File: config.mk
export PLATFORM = sky130hd
export DESIGN_NAME = pwm_ramp_ctrl
export DESIGN_NICKNAME = d
export VERILOG_FILES = /design/src/rtl/pwm_ramp_ctrl.sv
export SDC_FILE = /design/constraint.sdc
export NUM_CORES = 1
export LEC_CHECK = 0
export CAP_MARGIN = 20
export CORE_UTILIZATION = 45
export DETAILED_ROUTE_END_ITERATION = 16
export GPL_ROUTABILITY_DRIVEN = 0
export GPL_TIMING_DRIVEN = 1
export SKIP_CTS_REPAIR_TIMING = 1
export SLEW_MARGIN = 20
export SYNTH_ARGS = -nofsm -noshare
export SYNTH_HDL_FRONTEND = slang
export SYNTH_SLANG_ARGS = --single-unit
File: constraint.sdc
create_clock -name CLK100MHZ -period 7.9 [get_ports CLK100MHZ]
set_input_delay 1.58 -clock CLK100MHZ [delete_from_list [all_inputs] [get_ports CLK100MHZ]]
set_output_delay 1.58 -clock CLK100MHZ [all_outputs]
set_load 0.03 [all_outputs]
File: src/rtl/pwm_ramp_ctrl.sv
// pwm_ramp_ctrl
// Turns a signed speed command into a rate-limited duty magnitude plus a
// direction bit for the PWM generator. A reversal always ramps down to zero,
// holds zero for a dead time, and only then flips direction. estop forces
// duty to zero and parks the block until the next command.
//
// Ports:
//   CLK100MHZ  in   system clock
//   rst        in   synchronous active-low reset
//   cmd_valid  in   one-cycle strobe that loads cmd_speed
//   cmd_speed  in   signed speed command (two's complement)
//   estop      in   level, forces duty to 0 while high
//   duty       out  unsigned duty magnitude
//   dir        out  1 = forward, 0 = reverse
//   duty_upd   out  one-cycle pulse alongside any new duty/dir value
//   busy       out  high whenever the sequencer is not in HOLD
module pwm_ramp_ctrl #(
  parameter logic [15:0] STEP     = 16'd1,
  parameter int unsigned TICK_DIV = 1000,
  parameter int unsigned DEADTIME = 1000,
  parameter logic [15:0] MAX_DUTY = 16'd1000
) (
  input  logic        CLK100MHZ,
  input  logic        rst,
  input  logic        cmd_valid,
  input  logic [15:0] cmd_speed,
  input  logic        estop,
  output logic [15:0] duty,
  output logic        dir,
  output logic        duty_upd,
  output logic        busy
);

  localparam int TW = (TICK_DIV > 1) ? $clog2(TICK_DIV) : 1;
  localparam int DW = $clog2(DEADTIME + 1);
  localparam logic [TW-1:0] TICK_LAST = TW'(TICK_DIV - 1);
  localparam logic [DW-1:0] DEAD_LOAD = DW'(DEADTIME);
  localparam logic [DW-1:0] DEAD_ONE  = DW'(1);
  localparam logic [DW-1:0] DEAD_ZERO = DW'(0);

  localparam logic [1:0] HOLD     = 2'd0;
  localparam logic [1:0] RAMP     = 2'd1;
  localparam logic [1:0] REV_DOWN = 2'd2;
  localparam logic [1:0] DEAD     = 2'd3;

  logic [1:0]    state_r, state_nxt_s;
  logic [15:0]   duty_r, duty_nxt_s;
  logic          dir_r, dir_nxt_s;
  logic [15:0]   target_mag_r, target_mag_nxt_s;
  logic          target_dir_r, target_dir_nxt_s;
  logic [DW-1:0] dead_cnt_r, dead_cnt_nxt_s;
  logic [TW-1:0] tick_cnt_r;
  logic          tick_s;
  logic          duty_upd_r;
  logic          busy_r;
  logic [16:0]   cmd_abs_s;
  logic [15:0]   cmd_mag_s;
  logic          cmd_dir_s;
  logic [15:0]   ramp_step_s;
  logic [15:0]   down_step_s;

  // Move cur toward goal by STEP without overshooting; 17-bit math avoids wrap.
  function automatic logic [15:0] step_toward(input logic [15:0] cur, input logic [15:0] goal);
    logic [16:0] sum_v;
    logic [16:0] diff_v;
    sum_v  = {1'b0, cur} + {1'b0, STEP};
    diff_v = {1'b0, cur} - {1'b0, goal};
    if (cur < goal) begin
      step_toward = (sum_v > {1'b0, goal}) ? goal : sum_v[15:0];
    end else if (cur > goal) begin
      step_toward = (diff_v <= {1'b0, STEP}) ? goal : (cur - STEP);
    end else begin
      step_toward = cur;
    end
  endfunction

  // |-32768| needs the 17th bit, then saturate to MAX_DUTY.
  assign cmd_abs_s   = cmd_speed[15] ? (17'd0 - {cmd_speed[15], cmd_speed}) : {1'b0, cmd_speed};
  assign cmd_mag_s   = (cmd_abs_s > {1'b0, MAX_DUTY}) ? MAX_DUTY : cmd_abs_s[15:0];
  // A zero command keeps the present direction so it never triggers a reversal.
  assign cmd_dir_s   = (cmd_speed == 16'd0) ? dir_r : ~cmd_speed[15];
  assign tick_s      = (tick_cnt_r == TICK_LAST);
  assign ramp_step_s = step_toward(duty_r, target_mag_r);
  assign down_step_s = step_toward(duty_r, 16'd0);

  // Free-running ramp tick divider.
  always_ff @(posedge CLK100MHZ) begin
    if (!rst) begin
      tick_cnt_r <= TW'(0);
    end else if (tick_s) begin
      tick_cnt_r <= TW'(0);
    end else begin
      tick_cnt_r <= tick_cnt_r + TW'(1);
    end
  end

  // Next-state logic: estop first, then command capture and the sequencer.
  always_comb begin
    state_nxt_s      = state_r;
    duty_nxt_s       = duty_r;
    dir_nxt_s        = dir_r;
    target_mag_nxt_s = target_mag_r;
    target_dir_nxt_s = target_dir_r;
    dead_cnt_nxt_s   = dead_cnt_r;
    if (estop) begin
      // Aligning target_dir with dir keeps HOLD idle after release.
      duty_nxt_s       = 16'd0;
      target_mag_nxt_s = 16'd0;
      target_dir_nxt_s = dir_r;
      dead_cnt_nxt_s   = DEAD_ZERO;
      state_nxt_s      = HOLD;
    end else begin
      if (cmd_valid) begin
        target_mag_nxt_s = cmd_mag_s;
        target_dir_nxt_s = cmd_dir_s;
      end else begin
        target_mag_nxt_s = target_mag_r;
        target_dir_nxt_s = target_dir_r;
      end
      case (state_r)
        HOLD: begin
          if (target_dir_r != dir_r) begin
            if (duty_r != 16'd0) begin
              state_nxt_s = REV_DOWN;
            end else begin
              state_nxt_s    = DEAD;
              dead_cnt_nxt_s = DEAD_LOAD;
            end
          end else if (duty_r != target_mag_r) begin
            state_nxt_s = RAMP;
          end else begin
            state_nxt_s = HOLD;
          end
        end
        RAMP: begin
          // No step is taken on the cycle a reversal is detected.
          if (target_dir_r != dir_r) begin
            if (duty_r != 16'd0) begin
              state_nxt_s = REV_DOWN;
            end else begin
              state_nxt_s    = DEAD;
              dead_cnt_nxt_s = DEAD_LOAD;
            end
          end else if (duty_r == target_mag_r) begin
            state_nxt_s = HOLD;
          end else if (tick_s) begin
            duty_nxt_s = ramp_step_s;
          end else begin
            duty_nxt_s = duty_r;
          end
        end
        REV_DOWN: begin
          if (target_dir_r == dir_r) begin
            state_nxt_s = RAMP;
          end else if (duty_r == 16'd0) begin
            state_nxt_s    = DEAD;
            dead_cnt_nxt_s = DEAD_LOAD;
          end else if (tick_s) begin
            duty_nxt_s = down_step_s;
            // Dead time starts on the same edge duty reaches zero.
            if (down_step_s == 16'd0) begin
              state_nxt_s    = DEAD;
              dead_cnt_nxt_s = DEAD_LOAD;
            end else begin
              state_nxt_s = REV_DOWN;
            end
          end else begin
            duty_nxt_s = duty_r;
          end
        end
        DEAD: begin
          duty_nxt_s = 16'd0;
          if (target_dir_r == dir_r) begin
            state_nxt_s    = RAMP;
            dead_cnt_nxt_s = DEAD_ZERO;
          end else if (dead_cnt_r <= DEAD_ONE) begin
            // Counter reaches zero on this edge: the only place dir flips.
            dir_nxt_s      = target_dir_r;
            state_nxt_s    = RAMP;
            dead_cnt_nxt_s = DEAD_ZERO;
          end else begin
            dead_cnt_nxt_s = dead_cnt_r - DEAD_ONE;
          end
        end
        default: begin
          state_nxt_s = HOLD;
          duty_nxt_s  = 16'd0;
        end
      endcase
    end
  end

  // State and output registers; duty_upd and busy are registered with the values they describe.
  always_ff @(posedge CLK100MHZ) begin
    if (!rst) begin
      state_r      <= HOLD;
      duty_r       <= 16'd0;
      dir_r        <= 1'b1;
      target_mag_r <= 16'd0;
      target_dir_r <= 1'b1;
      dead_cnt_r   <= DEAD_ZERO;
      duty_upd_r   <= 1'b0;
      busy_r       <= 1'b0;
    end else begin
      state_r      <= state_nxt_s;
      duty_r       <= duty_nxt_s;
      dir_r        <= dir_nxt_s;
      target_mag_r <= target_mag_nxt_s;
      target_dir_r <= target_dir_nxt_s;
      dead_cnt_r   <= dead_cnt_nxt_s;
      duty_upd_r   <= (duty_nxt_s != duty_r) || (dir_nxt_s != dir_r);
      busy_r       <= (state_nxt_s != HOLD);
    end
  end

  assign duty     = duty_r;
  assign dir      = dir_r;
  assign duty_upd = duty_upd_r;
  assign busy     = busy_r;

endmodule

; ---- Yosys cells after proc, flatten, opt, wreduce, memory -nomap -nowiden
; Index checks and enable logic that the tools add are counted.
[word_totals]
ff_bits = 58
[classes]
n_eq_ne = 15
add_sub_neg = 6
reduce_logical = 12
n_lt_le_gt_ge = 10
bitwise_logic = 2
muxes = 47
[ops]
columns = operator, count
row1 = 16-bit 2-to-1 mux, 16
row2 = 10-bit 2-to-1 mux, 8
row3 = 16-bit logical NOT, 3
row4 = 16-bit one-hot mux with 3 select lines, 1
row5 = 16-bit inequality test, 2
row6 = 10-bit one-hot mux with 3 select lines, 1
row7 = 2-bit 2-to-1 mux, 9
row8 = 16-bit by 1-bit adder with 17-bit output (second input constant), 1
row9 = 17-bit by 1-bit > comparator with 1-bit output (second input constant), 1
row10 = 17-bit by 10-bit > comparator with 1-bit output (second input constant), 1
row11 = 17-bit by 16-bit > comparator with 1-bit output, 1
row12 = 17-bit by 1-bit less-or-equal comparator with 1-bit output (second input constant), 1
row13 = 17-bit 2-to-1 mux, 1
row14 = 1-bit by 16-bit subtractor with 17-bit output (first input constant), 1
row15 = 16-bit by 16-bit subtractor with 17-bit output, 1
row16 = 16-bit == test, 1
row17 = 16-bit by 1-bit > comparator with 1-bit output (second input constant), 1
row18 = 16-bit > comparator, 1
row19 = 16-bit by 1-bit less-or-equal comparator with 1-bit output (second input constant), 1
row20 = 16-bit by 1-bit less-than comparator with 1-bit output (second input constant), 1
row21 = 16-bit less-than comparator, 1
row22 = 16-bit nonzero test, 1
row23 = 16-bit by 1-bit subtractor with 16-bit output (second input constant), 1
row24 = 10-bit by 1-bit adder with 10-bit output (second input constant), 1
row25 = other kinds (18), 35

; ---- Logic depth before layout (Yosys ltp)
[logic_depth]
word_depth = 12
depth_mapped = 21

; ---- Worst setup path after synthesis
; OpenSTA, ideal clock, no wires.
[synth_timing]
path_kind = register -> register
startpoint = reg duty_r[0], in the netlist duty[0]
endpoint = reg duty_upd_r, in the netlist duty_upd
setup_slack_ns = 3.282
stages_incl_launch_ff = 18
t_arrival_ns = 4.480
synth_period_minus_slack_ns = 4.618
required_ns = 7.763
cell_sequence = dfxtp_1 clkbuf_1 inv_1 ha_1 fa_1 nand2b_1 a21oi_1 mux2i_1 o211ai_1 nor4_1 or4b_4 nor3_4 buf_6 mux2i_1 o41ai_1 or4_1 nor3_2 a41oi_2
[synth_via]
elab_chain_len = 12
elab_cells_between_ends = 31
classes_between = add/sub (3) / order compare (8) / eq/ne (2) / mux (16) / reduce/logical (2)
[synth_lines]
columns = item, line
row1 = start: declaration, 47  ; logic [15:0] duty_r, duty_nxt_s;
row2 = start signal: assignment, 206  ; duty_r <= duty_nxt_s;
row3 = 16-bit by 16-bit subtractor with 17-bit output, 67  ; diff_v = {1'b0, cur} - {1'b0, goal};
row4 = 17-bit by 1-bit less-or-equal comparator with 1-bit output, 71  ; step_toward = (diff_v <= {1'b0, STEP}) ? goal : (cur - STEP);
row5 = 16-bit 2-to-1 mux, 71
row6 = 16-bit 2-to-1 mux, 70  ; end else if (cur > goal) begin
row7 = 16-bit 2-to-1 mux, 68  ; if (cur < goal) begin
row8 = 16-bit 2-to-1 mux, 146  ; end else if (tick_s) begin
row9 = 16-bit 2-to-1 mux, 144  ; end else if (duty_r == target_mag_r) begin
row10 = 16-bit 2-to-1 mux, 137  ; if (target_dir_r != dir_r) begin
row11 = 16-bit one-hot mux with 3 select lines, 120  ; case (state_r)
row12 = 16-bit 2-to-1 mux, 105  ; if (estop) begin
row13 = 16-bit inequality test (*), 211  ; duty_upd_r <= (duty_nxt_s != duty_r) || (dir_nxt_s != dir_r);
row14 = 1-bit logical OR (*), 211
row15 = end signal: assignment, 211
row16 = end: declaration, 54  ; logic duty_upd_r;
; Every way passes the cells marked *; elsewhere a longest branch is shown, timed or not.
; A chain may end at the register's enable or synchronous reset.

; ---- Worst setup path after layout
[layout_timing]
startpoint = reg duty_r[2], in the netlist duty[2]
endpoint = reg duty_upd_r, in the netlist duty_upd
; Same word-level chain as after synthesis.

==> results.json <==
{
  "fillerInstances": 1517,
  "fin_crit_sh_pct": 71.1,
  "cts_max_level": 3,
  "synth-edff-count": 0,
  "drive_gt1_share_pct": 7.98,
  "timing.fmax_ghz": 0.178,
  "layout_common_cells": "114 x nor2_1, 82 x nand2_1, 81 x a21oi_1",
  "dr.max_layer_used": "met4",
  "p_leak_nw": 2.88,
  "area_growth_pct": 10.5,
  "antenna_found_initial": 0,
  "hold_ws_ns": 0.449,
  "cp.required_ns": 8.10,
  "start_util_pct": 45.8,
  "cap_violations": 0,
  "slew-limit-headroom_pct": 29.2,
  "setup_violations": 0,
  "cts.sinks": 58,
  "die_area_mm2": 0.0159,
  "max-vdd-ir-drop_mv": 0.121,
  "drtIter0Drc": 1118,
  "clk_latency_ns": 0.35,
  "synth_seq_cells": 58,
  "num_vias": 7877,
  "cts_made_buffers": 9,
  "ys.warnings.count": 0,
  "yosysSeqAreaShare_pct": 16.7,
  "worstSetupPathType": "reg -> reg",
  "rows": 45,
  "clock_path_buffers": 2,
  "synth_cell_types": 89,
  "synth_fp_nets": 1048,
  "grt_overflow": 0,
  "dr.pass1.iters": 8,
  "dr_wl_met2_mm": 10.8,
  "nets": 1046,
  "worstPathArrival_ns": 5.82,
  "setup_tns_ns": 0,
  "ctsRootBufferMaster": "clkbuf_16",
  "final_common_cell": "nor2_1",
  "synthesis.instances": 988,
  "hold_class": "reg -> reg",
  "grt_use_total_pct": 32.0,
  "async_reset_ff_share_pct": 0,
  "grt_max_degree": 24,
  "cp-end-kind": "register",
  "ys.flop_type": "dfxtp_1",
  "tightest_slew_ns": 1.06,
  "period_needed_ns": 5.61,
  "hpwl_mm": 19.3,
  "place_inst": 1163,
  "powerDensity_mw_per_mm2": 145,
  "drt-total-wl_mm": 25.7,
  "synth_area_per_cell_um2": 7.03,
  "met3WireLength_mm": 2.44,
  "die_y_um": 126,
  "grt_first_pass_wirelength_mm": 39.6,
  "final_antenna_net_count": 0,
  "maxSlewViolCount": 0,
  "finalHoldViolations": 0,
  "diodes": 0,
  "drcViolationCount": 0,
  "drt-met1-wl_mm": 11.3,
  "die_w_um": 126,
  "cts_tree": "built",
  "io_buffers": 38,
  "final_core_util_pct": 50.6,
  "worst-path-max-fanout": 19,
  "final_cells": 1178,
  "start_kind": "register",
  "clock_skew_ns": 0.0122,
  "status": "finished clean",
  "core_area_mm2": 0.0151,
  "ios": 39,
  "grt_pass1_vias": 6923,
  "vias_per_cell": 6.69,
  "syn_area_mm2": 0.00694,
  "routedWlPerCell_um": 21.8,
  "clk_pin_slew_ns": 0.06,
  "rsz0062_at_grt": "no"
}
cell type report:
class	instances	area, µm²	area share [%]
multi-input combinational	824	5330	69.5
sequential	58	1160	15.1
timing repair buffer	50	470	6.13
tap	188	235	3.07
clock buffer	10	229	2.99
inverter	43	161	2.10
clock inverter	5	80.1	1.04
synth_stat cells, types with 21 or more instances:
cell,n,area (µm²)
dfxtp_1,58,1160
a21oi_1,81,405
nor4_1,22,138
ha_1,39,488
nand3_1,29,145
xor2_1,21,184
nor3_1,44,220
xnor2_1,28,245
mux2i_1,23,230
nor2_1,114,428
inv_1,41,154
o21ai_0,68,340
clkbuf_1,35,131
nand2_1,82,308
report_power, final:
group | switching (mW) | internal, mW
sequential | 0.0109 | 0.300
clock | 0.143 | 0.273
combinational | 0.255 | 0.130
metrics by stage:
step	area [µm²]	setup WS (ns)	power [mW]
after floorplan	6940	3.28	0.579
final	7670	2.29	1.11
after global placement	7360	2.52	0.688
after detailed placement	7360	2.43	0.686
after global routing	7670	1.99	1.15
after CTS	7670	2.41	1.10
flip-flops by register name, indices dropped and copies added, names as in the netlist:
| signal | flops |
|---|---|
| duty_upd | 1 |
| dir | 1 |
| dead_cnt_r | 10 |
| target_mag_r | 16 |
| state_r | 2 |
| duty | 16 |
| tick_cnt_r | 10 |
| target_dir_r | 1 |
| busy | 1 |
worst paths after layout:
path | startpoint | endpoint | slack, ns | cells after the start
worst max register to register | duty[2]$_SDFF_PN0_ | duty_upd$_SDFF_PN0_ | 2.29 | 17
worst min-delay path | tick_cnt_r[0]$_SDFF_PP0_ | tick_cnt_r[0]$_SDFF_PP0_ | 0.45 | 1
worst min register to register | tick_cnt_r[0]$_SDFF_PP0_ | tick_cnt_r[0]$_SDFF_PP0_ | 0.45 | 1
worst max-delay path | duty[2]$_SDFF_PN0_ | duty_upd$_SDFF_PN0_ | 2.29 | 17
cell families after synthesis:
logic type	share of synthesized area (%)
and+or+nand+nor	30.0
AOI/OAI and AO/OA	29.0
buffers and inverters	6.56
DFF	16.7
xor gates and xnor gates	6.18
adders and majority gates	7.32
muxes	4.29
routing by layer:
layer	global-route usage, %	vias up
li1	-	3662
met1	44.0	3645
met2	48.1	473
met3	6.16	97
met4	14.9	0
met5	0	-
worst max-delay path, stage by stage (launching register included):
cell     delay, ns
dfxtp_1       0.76
and4_1        0.32
nand4_1       0.31
nor3_1        0.33
xor2_1        0.27
ha_1          0.28
nand2_1       0.08
nor2_1        0.05
o32ai_1       0.23
a31o_2        0.24
and2_1        0.71
a21oi_1       0.19
nor4b_1       0.18
or3_1         0.40
or4_1         0.39
or3_1         0.42
nor3_2        0.21
a41oi_2       0.11
(Power assumes the default switching activity.)
==> edit: new RTL, same settings <==
The parameter `DEADTIME` goes from 1000 to 500.
--- a/src/rtl/pwm_ramp_ctrl.sv
+++ b/src/rtl/pwm_ramp_ctrl.sv
@@ -17,7 +17,7 @@
 module pwm_ramp_ctrl #(
   parameter logic [15:0] STEP     = 16'd1,
   parameter int unsigned TICK_DIV = 1000,
-  parameter int unsigned DEADTIME = 1000,
+  parameter int unsigned DEADTIME = 500,
   parameter logic [15:0] MAX_DUTY = 16'd1000
 ) (
   input  logic        CLK100MHZ,
Function: no difference found for any inputs over 10 cycles, from zero or initial values and one cycle with rst low; that may be too few to reach the edited logic, so the function may still have changed.
==> edit against the original RTL <==
Combinational power down 24%. Sequential cell count down 1. Synthesized cell count down 0.91%. Total power down 7.0%. Count of clock-buffer cells in the layout unchanged. Maximum frequency down 0.37%. Synthesized area down 0.81%. Routed wire length up 4.3%. Worst setup slack worse by 21 ps. Final area about the same.
==> edit: results (changes against the original RTL) <==
Status
  • Outcome: finished, final reports clean (unchanged)

Route
  • WL final: 26900 µm (was 25700 µm)
  • Total via count after detailed routing: 8264 (was 7877)
  • Number of DRC markers in iteration 0: 1427 (was 1118)
  • Per-cell via count in the routed design: 7.05 (was 6.69)
  • First-pass detailed-route iteration total: 6 (was 8)

Global route
  • Initial antenna violation count: 0 (unchanged)
  • Overall fraction of global-route tracks in use: 0.338 (was 0.320)
  • Largest net degree at the start of global routing: 25 (was 24)
  • Wire length of the first global-routing pass: 41500 µm (was 39600 µm)
  • Via count of the first global-routing pass: 7410 (was 6923)

Setup path
  • Cell type group with the largest total delay on the critical path: compound AO/OA/AOI/OAI gates (was simple AND/OR/NAND/NOR gates)
  • Maximum single-stage delay on the critical path: 910 ps (was 760 ps)
  • Data arrival, critical path: 5860 ps (was 5820 ps)
  • Setup crit start: duty[7]$_SDFF_PN0_ (was duty[2]$_SDFF_PN0_)
  • Peak fanout along the critical path: 24 (was 19)

Yosys
  • Cell variety after synth: 84 (was 89)
  • Syn Area/Cell: 7.04 µm² (was 7.03 µm²)
  • Sequential share of the synthesized area: 0.166 (was 0.167)
  • Area contributors post-synth: sky130_fd_sc_hd__dfxtp_1 17%, sky130_fd_sc_hd__ha_1 7.1%, sky130_fd_sc_hd__nor2_1 5.7% (was sky130_fd_sc_hd__dfxtp_1 17%, sky130_fd_sc_hd__ha_1 7.0%, sky130_fd_sc_hd__nor2_1 6.2%)
  • Post-synth top cells: 105 x sky130_fd_sc_hd__nor2_1, 91 x sky130_fd_sc_hd__nand2_1, 69 x sky130_fd_sc_hd__a21oi_1, 67 x sky130_fd_sc_hd__o21ai_0, 57 x sky130_fd_sc_hd__dfxtp_1 (was 114 x sky130_fd_sc_hd__nor2_1, 82 x sky130_fd_sc_hd__nand2_1, 81 x sky130_fd_sc_hd__a21oi_1, 68 x sky130_fd_sc_hd__o21ai_0, 58 x sky130_fd_sc_hd__dfxtp_1)
  • Yosys warns: 0 (unchanged)

Placement
  • Worst slack at placement: 2440 ps (was 2430 ps)
  • Placed cell area: 7350 µm² (was 7360 µm²)
  • HPWL after detailed placement: 20000 µm (was 19300 µm)
  • Total placed cells including tap cells: 1157 (was 1163)

Pwr
  • Internal portion of total power: 0.673 mW (was 0.704 mW)
  • VDD IR max: 0.0971 mV (was 0.121 mV)
  • Reported leakage power: 2.89 nW (was 2.88 nW)

Final layout
  • Nets: 1044 (was 1046)
  • Fraction of layout cells with a size suffix above 1: 0.0719 (was 0.0798)
  • Layout filler cell count: 1506 (was 1517)

Timing
  • Slew at the pin closest to its max-slew limit: 1110 ps (was 1060 ps)
  • Final Skew: 10.7 ps (was 12.2 ps)
  • Period utilisation layout: 0.713 (was 0.711)

CTS
  • Root Buffer Master: sky130_fd_sc_hd__clkbuf_16 (unchanged)
  • Buffers from clock root to sink, at most: 2 (unchanged)
  • Number of buffers inserted during clock tree synthesis: 9 (unchanged)

Hold path
  • Hold Crit Start: tick_cnt_r[0]$_SDFF_PP0_ (unchanged)
[edit: path summary, 6_finish.rpt]
kind	endpoint	slack, ps	cells after the start
hold reg to reg	tick_cnt_r[0]$_SDFF_PP0_	460	1
setup reg to reg	duty_upd$_SDFF_PN0_	2270	17
hold / removal	tick_cnt_r[0]$_SDFF_PP0_	460	1
setup / recovery	duty_upd$_SDFF_PN0_	2270	17
[edit: logic make-up (layout without fill, tap and decap cells)]
| kind of cell | count (synthesis) | count (layout) | share of synthesized area |
|---|---|---|---|
| flops | 57 | 57 | 0.166 |
| simple gates | 400 | 400 | 0.297 |
| buf+inv | 94 | 103 | 0.0563 |
| compound gates | 317 | 317 | 0.312 |
| mux | 20 | 20 | 0.0303 |
| xor+xnor | 51 | 51 | 0.0649 |
| fa+ha+maj | 40 | 40 | 0.0738 |
[edit: area by class of cell]
cell class,instances,area (µm²),area share
multi-input combinational,828,5370,0.699
inverter,37,139,0.0181
timing repair buffer,51,478,0.0623
clock inverter,5,80.1,0.0104
sequential,57,1140,0.149
clock buffer,10,239,0.0311
tap,184,230,0.0300
[edit: power by group through the flow]
stage	registers, mW	clock network (mW)	logic [mW]
after floorplan	0.309	0	0.190
after global placement	0.309	0	0.278
after detailed placement	0.309	0	0.277
after CTS	0.303	0.441	0.278
after global routing	0.304	0.451	0.310
final	0.303	0.440	0.291
[edit: metal layers]
metal | vias up | share of wire | track usage
li1 | 3702 | - | -
met1 | 3818 | 0.42 | 0.462
met2 | 594 | 0.40 | 0.485
met3 | 150 | 0.12 | 0.0879
met4 | 0 | 0.059 | 0.173
met5 | - | 0 | 0
